[src/rtl/hazard_ctrl.sv]
// Pipeline hazard controller: load-use interlock, multi-cycle EX sequencing, and flush handling.
// Combinational stall/flush outputs from registered FSM and load-scoreboard state; 16-bit saturating ID-stall counter.
module hazard_ctrl (
    input  logic        clk,
    input  logic        rst,
    input  logic        id_reg1_read_i,
    input  logic [4:0]  id_reg1_addr_i,
    input  logic        id_reg2_read_i,
    input  logic [4:0]  id_reg2_addr_i,
    input  logic        id_wreg_i,
    input  logic [4:0]  id_wd_i,
    input  logic        id_is_load_i,
    input  logic        ex_mc_req_i,
    input  logic [3:0]  ex_mc_cycles_i,
    input  logic        flush_i,
    output logic [5:0]  stall_o,
    output logic        flush_o,
    output logic        mc_done_o,
    output logic [15:0] stall_cnt_o
);

    typedef enum logic [1:0] {
        IDLE = 2'd0,
        BUSY = 2'd1,
        DONE = 2'd2
    } mc_state_t;

    mc_state_t   state;
    mc_state_t   state_nxt;
    logic [3:0]  cnt;
    logic [3:0]  cnt_nxt;
    logic        mc_stall;
    logic        ld_v;
    logic        ld_v_nxt;
    logic [4:0]  ld_addr;
    logic [4:0]  ld_addr_nxt;
    logic        load_use;

    always_ff @(posedge clk or negedge rst) begin
        if (!rst) begin
            state       <= IDLE;
            cnt         <= 4'd0;
            ld_v        <= 1'b0;
            ld_addr     <= 5'd0;
            stall_cnt_o <= 16'd0;
        end else begin
            state   <= state_nxt;
            cnt     <= cnt_nxt;
            ld_v    <= ld_v_nxt;
            ld_addr <= ld_addr_nxt;
            if (stall_o[2] && (stall_cnt_o != 16'hFFFF)) begin
                stall_cnt_o <= stall_cnt_o + 16'd1;
            end
        end
    end

    // The request cycle itself counts as the first stall cycle, so cnt holds N-1 remaining.
    always_comb begin
        state_nxt = state;
        cnt_nxt   = cnt;
        mc_stall  = 1'b0;
        case (state)
            IDLE: begin
                if (ex_mc_req_i && (ex_mc_cycles_i != 4'd0)) begin
                    mc_stall  = 1'b1;
                    cnt_nxt   = ex_mc_cycles_i - 4'd1;
                    state_nxt = (ex_mc_cycles_i >= 4'd2) ? BUSY : DONE;
                end
            end
            BUSY: begin
                mc_stall = 1'b1;
                cnt_nxt  = cnt - 4'd1;
                if (cnt == 4'd1) begin
                    state_nxt = DONE;
                end
            end
            DONE: begin
                state_nxt = IDLE;
            end
            default: begin
                state_nxt = IDLE;
                cnt_nxt   = 4'd0;
            end
        endcase
        if (flush_i) begin
            state_nxt = IDLE;
            cnt_nxt   = 4'd0;
        end
    end

    assign load_use = ld_v && (ld_addr != 5'd0) &&
                      ((id_reg1_read_i && (id_reg1_addr_i == ld_addr)) ||
                       (id_reg2_read_i && (id_reg2_addr_i == ld_addr)));

    // A load-use stall injects a bubble into EX, so the scoreboard entry retires.
    always_comb begin
        ld_v_nxt    = ld_v;
        ld_addr_nxt = ld_addr;
        if (flush_i) begin
            ld_v_nxt = 1'b0;
        end else if (mc_stall) begin
            ld_v_nxt = ld_v;
        end else if (load_use) begin
            ld_v_nxt = 1'b0;
        end else begin
            ld_v_nxt    = id_is_load_i & id_wreg_i & (id_wd_i != 5'd0);
            ld_addr_nxt = id_wd_i;
        end
    end

    always_comb begin
        stall_o = 6'b000000;
        if (rst && !flush_i) begin
            if (mc_stall) begin
                stall_o = 6'b001111;
            end else if (load_use) begin
                stall_o = 6'b000111;
            end
        end
    end

    assign flush_o   = flush_i;
    assign mc_done_o = (state == DONE);

endmodule

[config.mk]
export PLATFORM = sky130hd
export DESIGN_NAME = hazard_ctrl
export DESIGN_NICKNAME = d
export VERILOG_FILES = /design/src/rtl/hazard_ctrl.sv
export SDC_FILE = /design/constraint.sdc
export NUM_CORES = 1
export LEC_CHECK = 0
export CELL_PAD_IN_SITES_DETAIL_PLACEMENT = 2
export CELL_PAD_IN_SITES_GLOBAL_PLACEMENT = 2
export CORE_MARGIN = 5
export CORE_UTILIZATION = 40
export DETAILED_ROUTE_END_ITERATION = 8
export DONT_BUFFER_PORTS = 1
export HOLD_SLACK_MARGIN = 0.06
export PLACE_DENSITY_LB_ADDON = 0.1
export SLEW_MARGIN = 0
export SYNTH_ARGS = -nofsm -noshare
export SYNTH_HDL_FRONTEND = slang
export SYNTH_SLANG_ARGS = --single-unit
export TNS_END_PERCENT = 10
[constraint.sdc]
create_clock -name clk -period 5.3 [get_ports clk]
set_input_delay 0.265 -clock clk [delete_from_list [all_inputs] [get_ports clk]]
set_output_delay 0.265 -clock clk [all_outputs]
set_load 0.05 [all_outputs]
* Word-level counts from Yosys, hierarchy flattened
Index checks and enable logic that the tools add are counted.
Storage, ports and cells: input bits 27, register bits 28, word-level logic and storage cells 56
Cells by class: order comparisons 1, multiplexer cells 16, $add $sub $neg 3, bitwise gates (word level) 5, reductions and logical operators 16, eq/ne operators 10
Operator list (number):
- $add 16x1->16 const B | 1
- $mux 4 | 4
- $ne 16x16->1 const B | 1
- $pmux 4 s3 | 1
- $eq 5x5->1 | 2
- $reduce_bool 5->1 | 2
- $mux 2 | 4
- $sub 4x1->4 const B | 2
- $logic_and 1x1->1 | 7
- $ne 3x3->1 const B | 2
- $eq 4x1->1 const B | 1
- $ge 4x2->1 const B | 1
- $mux 1 | 4
- $ne 2x2->1 const B | 2
- $pmux 2 s2 | 1
- $reduce_and 2->1 | 2
- $reduce_bool 4->1 | 1
- $mux 3 | 1
- $not 1->1 | 3
- $reduce_and 3->1 | 1
- $and 1x1->1 | 2
- $eq 2x1->1 const B | 1
- $eq 2x2->1 const B | 1
- $logic_not 2->1 | 1
- 3 further kinds | 3

* Depth between registers and ports, before layout
Gate-level depths: netlist of run 1.
depth after elaboration 8, gate-level depth with buffers 9, mapped depth without buffers 8

* Worst setup path before layout of run 1
No wires, ideal clock.
kind reg2out, start point reg ld_addr[1], end point out stall_o[1], slack 2.937 ns, data arrival time 2.098 ns, path buffers 1, data required time 5.035 ns, stages on the path, launching flop included 7, cells stage by stage dfrtp_1 > xnor2_1 > nand4_1 > o22ai_1 > a21oi_4 > nor2_1 > buf_4
Between the ends: cells in the longest elaborated chain, start to end 7, elaborated cells between the ends (all ways) 11, those cells by class eq/ne (2); mux (3); reduce/logical (6)
Ends and longest elaborated chain:
- from (decl) | line 35 | logic [4:0] ld_addr;
- from (signal assigned) | line 50 | ld_addr <= ld_addr_nxt;
- $eq 5x5->1, on equally long branches | line 92, 93
- $logic_and 1x1->1, on equally long branches | line 92, 93
- $logic_or 1x1->1 | line 92 | ((id_reg1_read_i && (id_reg1_addr_i == ld_addr)) ||
- $logic_and 1x1->1 (*) | line 91 | assign load_use = ld_v && (ld_addr != 5'd0) &&
- $mux 3 (*) | line 116 | end else if (load_use) begin
- $mux 4 (*) | line 114 | if (mc_stall) begin
- $mux 4 (*) | line 113 | if (rst && !flush_i) begin
- to (decl) | line 16 | output logic [5:0] stall_o,
Every way passes the cells marked *; elsewhere a longest branch is shown, timed or not.

* Worst setup path after layout of run 1
start point reg ld_addr[3], end point out stall_o[0]
Same word-level chain as after synthesis.

==> run summary, run 1 <==
status: finished clean
Setup CP Type: register to primary output
DRC violations left: 0
Initial DRT Pass Iterations: 4
switching part of the total: 39.20%
share of layout cells above drive strength 1: 5.172%
Leak: 0.0008114 uW
initial antenna violation count: 0
placed cells: 217
asr flop ratio synth: 100.0%
CTS Sinks: 28
clock network power share: 22.0%
Chip Width: 75.15 um
drt wl/cell: 19.33 um
part of the power in registers: 57.3%
row count: 23
DR vias/cell: 5.777
skew final: 2.739 ps
# setup viols final: 0
Power Dens Cells: 331.4 nW/um2
die area: 5648 um2
GRT Util Overall: 16.77%
Fillers: 447
routed vias: 1,294
WL final: 4330 um
clock transition at the registers of the reported paths: 90 ps
clock buffer count from CTS: 3
Slew HR: 36.72%
Post-Synthesis Cell Area: 1698 um2
Max rail drop VDD: 0.2111 mV
Top Ports: 51
register area share after synthesis: 41.27%
Mapped Cells: 176
Comb power frac: 20.7%
share of the cycle needed by the critical path after routing: 47.54%
dpl ws: 2850 ps
critical path endpoint category: primary output
dpl hpwl: 3339 um
clock buffer depth: 2
clock latency at the later pin of the worst-skew pair: 280 ps
grt ovf: 0
Max-Cap Viols: 0
Root Driver: clkbuf_8
critical path peak fanout: 7
Worst Tran Pin Value: 947.2 ps
Seq cells post-synth: 28
Inserted Diodes: 0
fin. max-slew vios: 0
cts hold-fix bufs: 3
CTS tree: built
syn avg cell area: 9.647 um2
CP Launch Type: register
# Post-CTS Setup Buffers: 0
fmax: 396.8 MHz
largest net degree at the start of global routing: 29
DRT antenna net count: 0
unique cell type count in the Yosys netlist: 40
first-pass GRT wire length: 7134 um
YS warnings: 0
Hold Fails Final Rpt: 0
Fin Setup TNS: 0 ps
post-cts resize count: 0
post-layout min period: 2520 ps
area of placed instances: 1715 um2
H-tree Lvls: 1
Critical Path RT: 5040 ps
Post-synth EDFFs: 0
final non-filler cell total: 224
Initial Utilization: 41.84%
RSZ-0062 raised after global routing: no
Area growth, synth to finish: 6.633%
GP Congestion: 0.7450
PnR worst setup slack: 2780 ps
Initial DRC Count: 69
number of port buffers: 0
Util after Layout: 44.62%
Core Area: 4058 um2
net switching power of the design: 235.2 uW
worst hold path type: input pin to register
vias in the first global route: 1,443
crit path DAT: 2250 ps
final net count: 208
Finished Cell Area: 1810 um2
Die H: 75.15 um
internal power: 364.8 uW
Top FF cell, synth: dfrtp_1
worst paths after layout:
kind                                startpoint        endpoint  slack [ps]  cells after the start
min in group asynchronous                  rst  stall_cnt_o[0]         420                      2
max in group asynchronous                  rst      ld_addr[4]        4730                      2
worst min register to register            ld_v            ld_v         540                      1
worst max register to register  stall_cnt_o[0]  stall_cnt_o[5]        2850                      6
worst max-delay path                ld_addr[3]      stall_o[0]        2780                      5
worst min-delay path                id_wd_i[1]      ld_addr[1]         110                      1
critical path, stage by stage, from the launching register on:
cell and delay [ps]:
dfrtp_1 450, xnor2_1 180, nand4_1 110, o22ai_1 360
a21oi_4 150, nor2_4 720
layer usage:
metal,global-route usage [%],wire length (um),vias to the layer above
li1,-,-,600
met1,20.98,1806,659
met2,29.88,2244,32
met3,3.471,250,3
met4,3.495,30,0
met5,0,0,-
cells in the final DEF (no fill, tap or decap), types with 3 or more instances in the layout:
cell | synthesis | layout
nand2_1 | 13 | 13
xnor2_1 | 21 | 21
nor2b_1 | 3 | 3
nand3_1 | 4 | 4
o21ai_0 | 4 | 4
clkbuf_8 | 0 | 4
or3_1 | 3 | 3
xor2_1 | 8 | 8
dfrtp_1 | 28 | 28
and3_1 | 7 | 7
nor2_1 | 12 | 11
nand4_1 | 9 | 9
nor3_1 | 6 | 5
inv_1 | 7 | 7
ha_1 | 6 | 6
mux2_1 | 6 | 6
a21oi_1 | 6 | 6
state kept, by name, indices dropped and copies added (netlist names):
name / cells
cnt: 4
ld_v: 1
ld_addr: 5
stall_cnt_o: 16
state: 2
layout make-up:
class / instances / area (um2) / share of cell area (%)
Timing Repair Buffer: 3 / 40.04 / 2.211
Tap cell: 50 / 62.56 / 3.455
Clock buffer: 4 / 55.05 / 3.041
Multi-Input combinational cell: 132 / 925.9 / 51.14
Sequential cell: 28 / 700.7 / 38.70
Inverter: 7 / 26.28 / 1.451
power groups by stage:
stage / Combinational, uW / Sequential, uW / Clock, uW
floorplan: 106 / 329 / 0
global placement: 111 / 345 / 0
detailed placement: 118 / 347 / 0
CTS: 126 / 345 / 138
global route: 140 / 352 / 150
finish: 124 / 344 / 132
synthesized netlist by cell type (2+ instances only):
library cell  instances  share of area [%]
dfrtp_1              28                 41
nand3_1               4                1.2
a21oi_1               6                1.8
buf_4                 6                2.7
and3_1                7                2.6
and2_1                2               0.74
nor3_1                6                1.8
ha_1                  6                4.4
nand2_1              13                2.9
mux2_1                6                4.0
nor2_1               12                2.7
clkbuf_1              3               0.66
nand4_1               9                3.3
nor2b_1               3                1.1
inv_1                 7                1.5
or4_1                 2               0.88
or3_1                 3                1.1
xor2_1                8                4.1
o21ai_0               4                1.2
xnor2_1              21                 11
kinds of logic (layout without fill, tap and decap cells):
group / after synthesis / count (layout) / synth area share (%)
DFF: 28 / 28 / 41.27
xor gates and xnor gates: 29 / 29 / 14.96
other: 1 / 2 / 0.2209
adders and majority gates: 6 / 6 / 4.421
AOI/OAI and AO/OA: 22 / 22 / 9.139
and+or+nand+nor: 67 / 67 / 20.86
muxes: 6 / 6 / 3.979
buffers and inverters: 17 / 14 / 5.158
through the flow:
step | power, uW | hold slack, ps
after floorplan | 435.1 | -30.59
after global placement | 455.1 | -29.88
after detailed placement | 464.9 | -30.07
after CTS | 607.8 | 107.9
after global routing | 641.8 | 109.8
final | 600.0 | 113.9
Power figures use the tool's default switching activity.
==> inputs of run 2 (changes only) <==
CORE_UTILIZATION = 33   (was 40)
clock period = 2.3 ns   (was 5.3 ns; I/O delays follow)
==> run 2 against run 1 <==
Register-to-register slack got worse by 2800 ps; power increased by 150%; clock skew increased by 1.1 ps; final cell count increased by 21%; highest routed layer unchanged; final area increased by 14%; setup slack got worse by 2700 ps; largest power group unchanged; clock-buffer cell count unchanged; via count increased by 7.7%; critical path depth increased by 1; core utilization decreased by 3.5 points; critical path type is now register to register; sequential power increased by 81%.
==> run summary, run 2 (synthesized netlist as in run 1, its figures left out) <==
drt wl/cell: 18.59 um
DRT antenna net count: 0
row count: 26
Die H: 81.73 um
grt ovf: 0
worst hold path type: input pin to register
vias in the first global route: 1,614
part of the power in registers: 42.1%
Core Area: 5042 um2
Critical Path RT: 2450 ps
Comb power frac: 37.3%
leading cell type in the layout, fill and taps excluded: dfrtp_1
fmax: 450.7 MHz
Setup CP Type: register to register
Final Hold Slack: 71.44 ps
Max rail drop VDD: 0.2884 mV
H-tree Lvls: 1
Initial DRT Pass Iterations: 3
DR vias/cell: 5.144
die area: 6680 um2
Top reg by flops: stall_cnt_o
CTS tree: built
routed vias: 1,394
largest registers: stall_cnt_o (16), ld_addr (5), cnt (4)
GP Congestion: 0.8047
Root Driver: clkbuf_8
largest net degree at the start of global routing: 29
critical path peak fanout: 6
Area growth, synth to finish: 22.03%
share of layout cells above drive strength 1: 16.42%
DRC violations left: 0
clock buffer depth: 2
WL final: 5038 um
Fin Setup TNS: 0 ps
number of port buffers: 0
Inserted Diodes: 0
dpl hpwl: 3909 um
CTS Sinks: 28
post-layout min period: 2219 ps
first-pass GRT wire length: 8038 um
skew final: 3.828 ps
Max-Cap Viols: 0
share of the cycle needed by the critical path after routing: 96.47%
switching part of the total: 38.35%
final net count: 235
clock transition at the registers of the reported paths: 100 ps
clock network power share: 20.6%
net switching power of the design: 567.3 uW
max reg flops: 16
GRT Util Overall: 15.70%
Power Dens Cells: 713.9 nW/um2
fin. max-slew vios: 0
crit path DAT: 2370 ps
Leak: 0.0009526 uW
Initial Utilization: 33.67%
initial antenna violation count: 0
clock latency at the later pin of the worst-skew pair: 270 ps
critical path endpoint category: register
Initial DRC Count: 21
Hold Fails Final Rpt: 0
most frequent cells in the layout: 27 x dfrtp_1, 21 x xnor2_1, 20 x buf_4, 13 x nand2_1, 11 x nor2_1
Top Ports: 51
status: finished clean
Chip Width: 81.73 um
# setup viols final: 0
CP Launch Type: register
internal power: 911.9 uW
RSZ-0062 raised after global routing: no
clock buffer count from CTS: 3
run 2: cell types whose count changed in the layout (fill, tap and decap cells not counted):
cell	previous run	this run
buf_12	1	2
buf_4	0	20
buf_6	0	1
dfrtp_1	28	27
dfrtp_2	0	1
dlygate4sd3_1	2	7
o21ai_1	1	0
o21ai_2	0	1
run 2: path summary, 6_finish.rpt:
kind	slack (ps)	end	from	cells past startpoint
setup / recovery	80	ld_addr[2]	ld_addr[1]	6
hold / removal	70	cnt[0]	ex_mc_cycles_i[0]	3
setup reg to reg	80	ld_addr[2]	ld_addr[1]	6
hold reg to reg	560	ld_v	ld_v	1
max in group asynchronous	1860	ld_addr[1]	rst	2
min in group asynchronous	260	stall_cnt_o[3]	rst	2
run 2: area by class of cell:
type | instances | area (um2)
sequential | 28 | 701.9
tap | 70 | 87.58
inverter | 7 | 26.28
fill | 558 | 2970
timing repair buffer | 30 | 271.5
multi-input combinational | 132 | 929.6
clock buffer | 4 | 55.05
run 2: repair_timing:
item,4_1_cts,5_1_grt
resized for setup,0,3
hold buffers,8,0
hold endpoints to repair,39,0
setup buffers,0,1
setup endpoints to repair,0,8
run 2: stage by stage:
stage	power [uW]	setup WS, ps	instances	utilization [%]	area, um2
after CTS	1486	54.46	270	40.77	2056
after global routing	1558	8.395	271	41.09	2072
final	1479	81.19	271	41.09	2072
after detailed placement	1149	108.2	258	37.89	1911
after global placement	1116	258.2	258	37.89	1911
after floorplan	1003	87.19	177	-	1702
run 2: power groups by stage:
stage	Clock (uW)	Combinational (uW)	Sequential (uW)
detailed placement	0	516	633
CTS	318	547	622
global route	331	593	634
finish	304	552	623
global placement	0	491	626
floorplan	0	244	759
run 2: layer usage:
layer | wire length [um] | track usage, % | up-vias
li1 | - | - | 655
met1 | 1945 | 17.73 | 705
met3 | 274 | 3.070 | 4
met2 | 2751 | 30.13 | 30
met5 | 0 | 0 | -
met4 | 66 | 3.322 | 0
run 2: critical path: stages, from the launching register on:
cell     delay [ps]
dfrtp_2         450
or4_1           570
o21ai_2         160
inv_1            90
a21oi_4         160
and2b_1         300
mux2_1          370
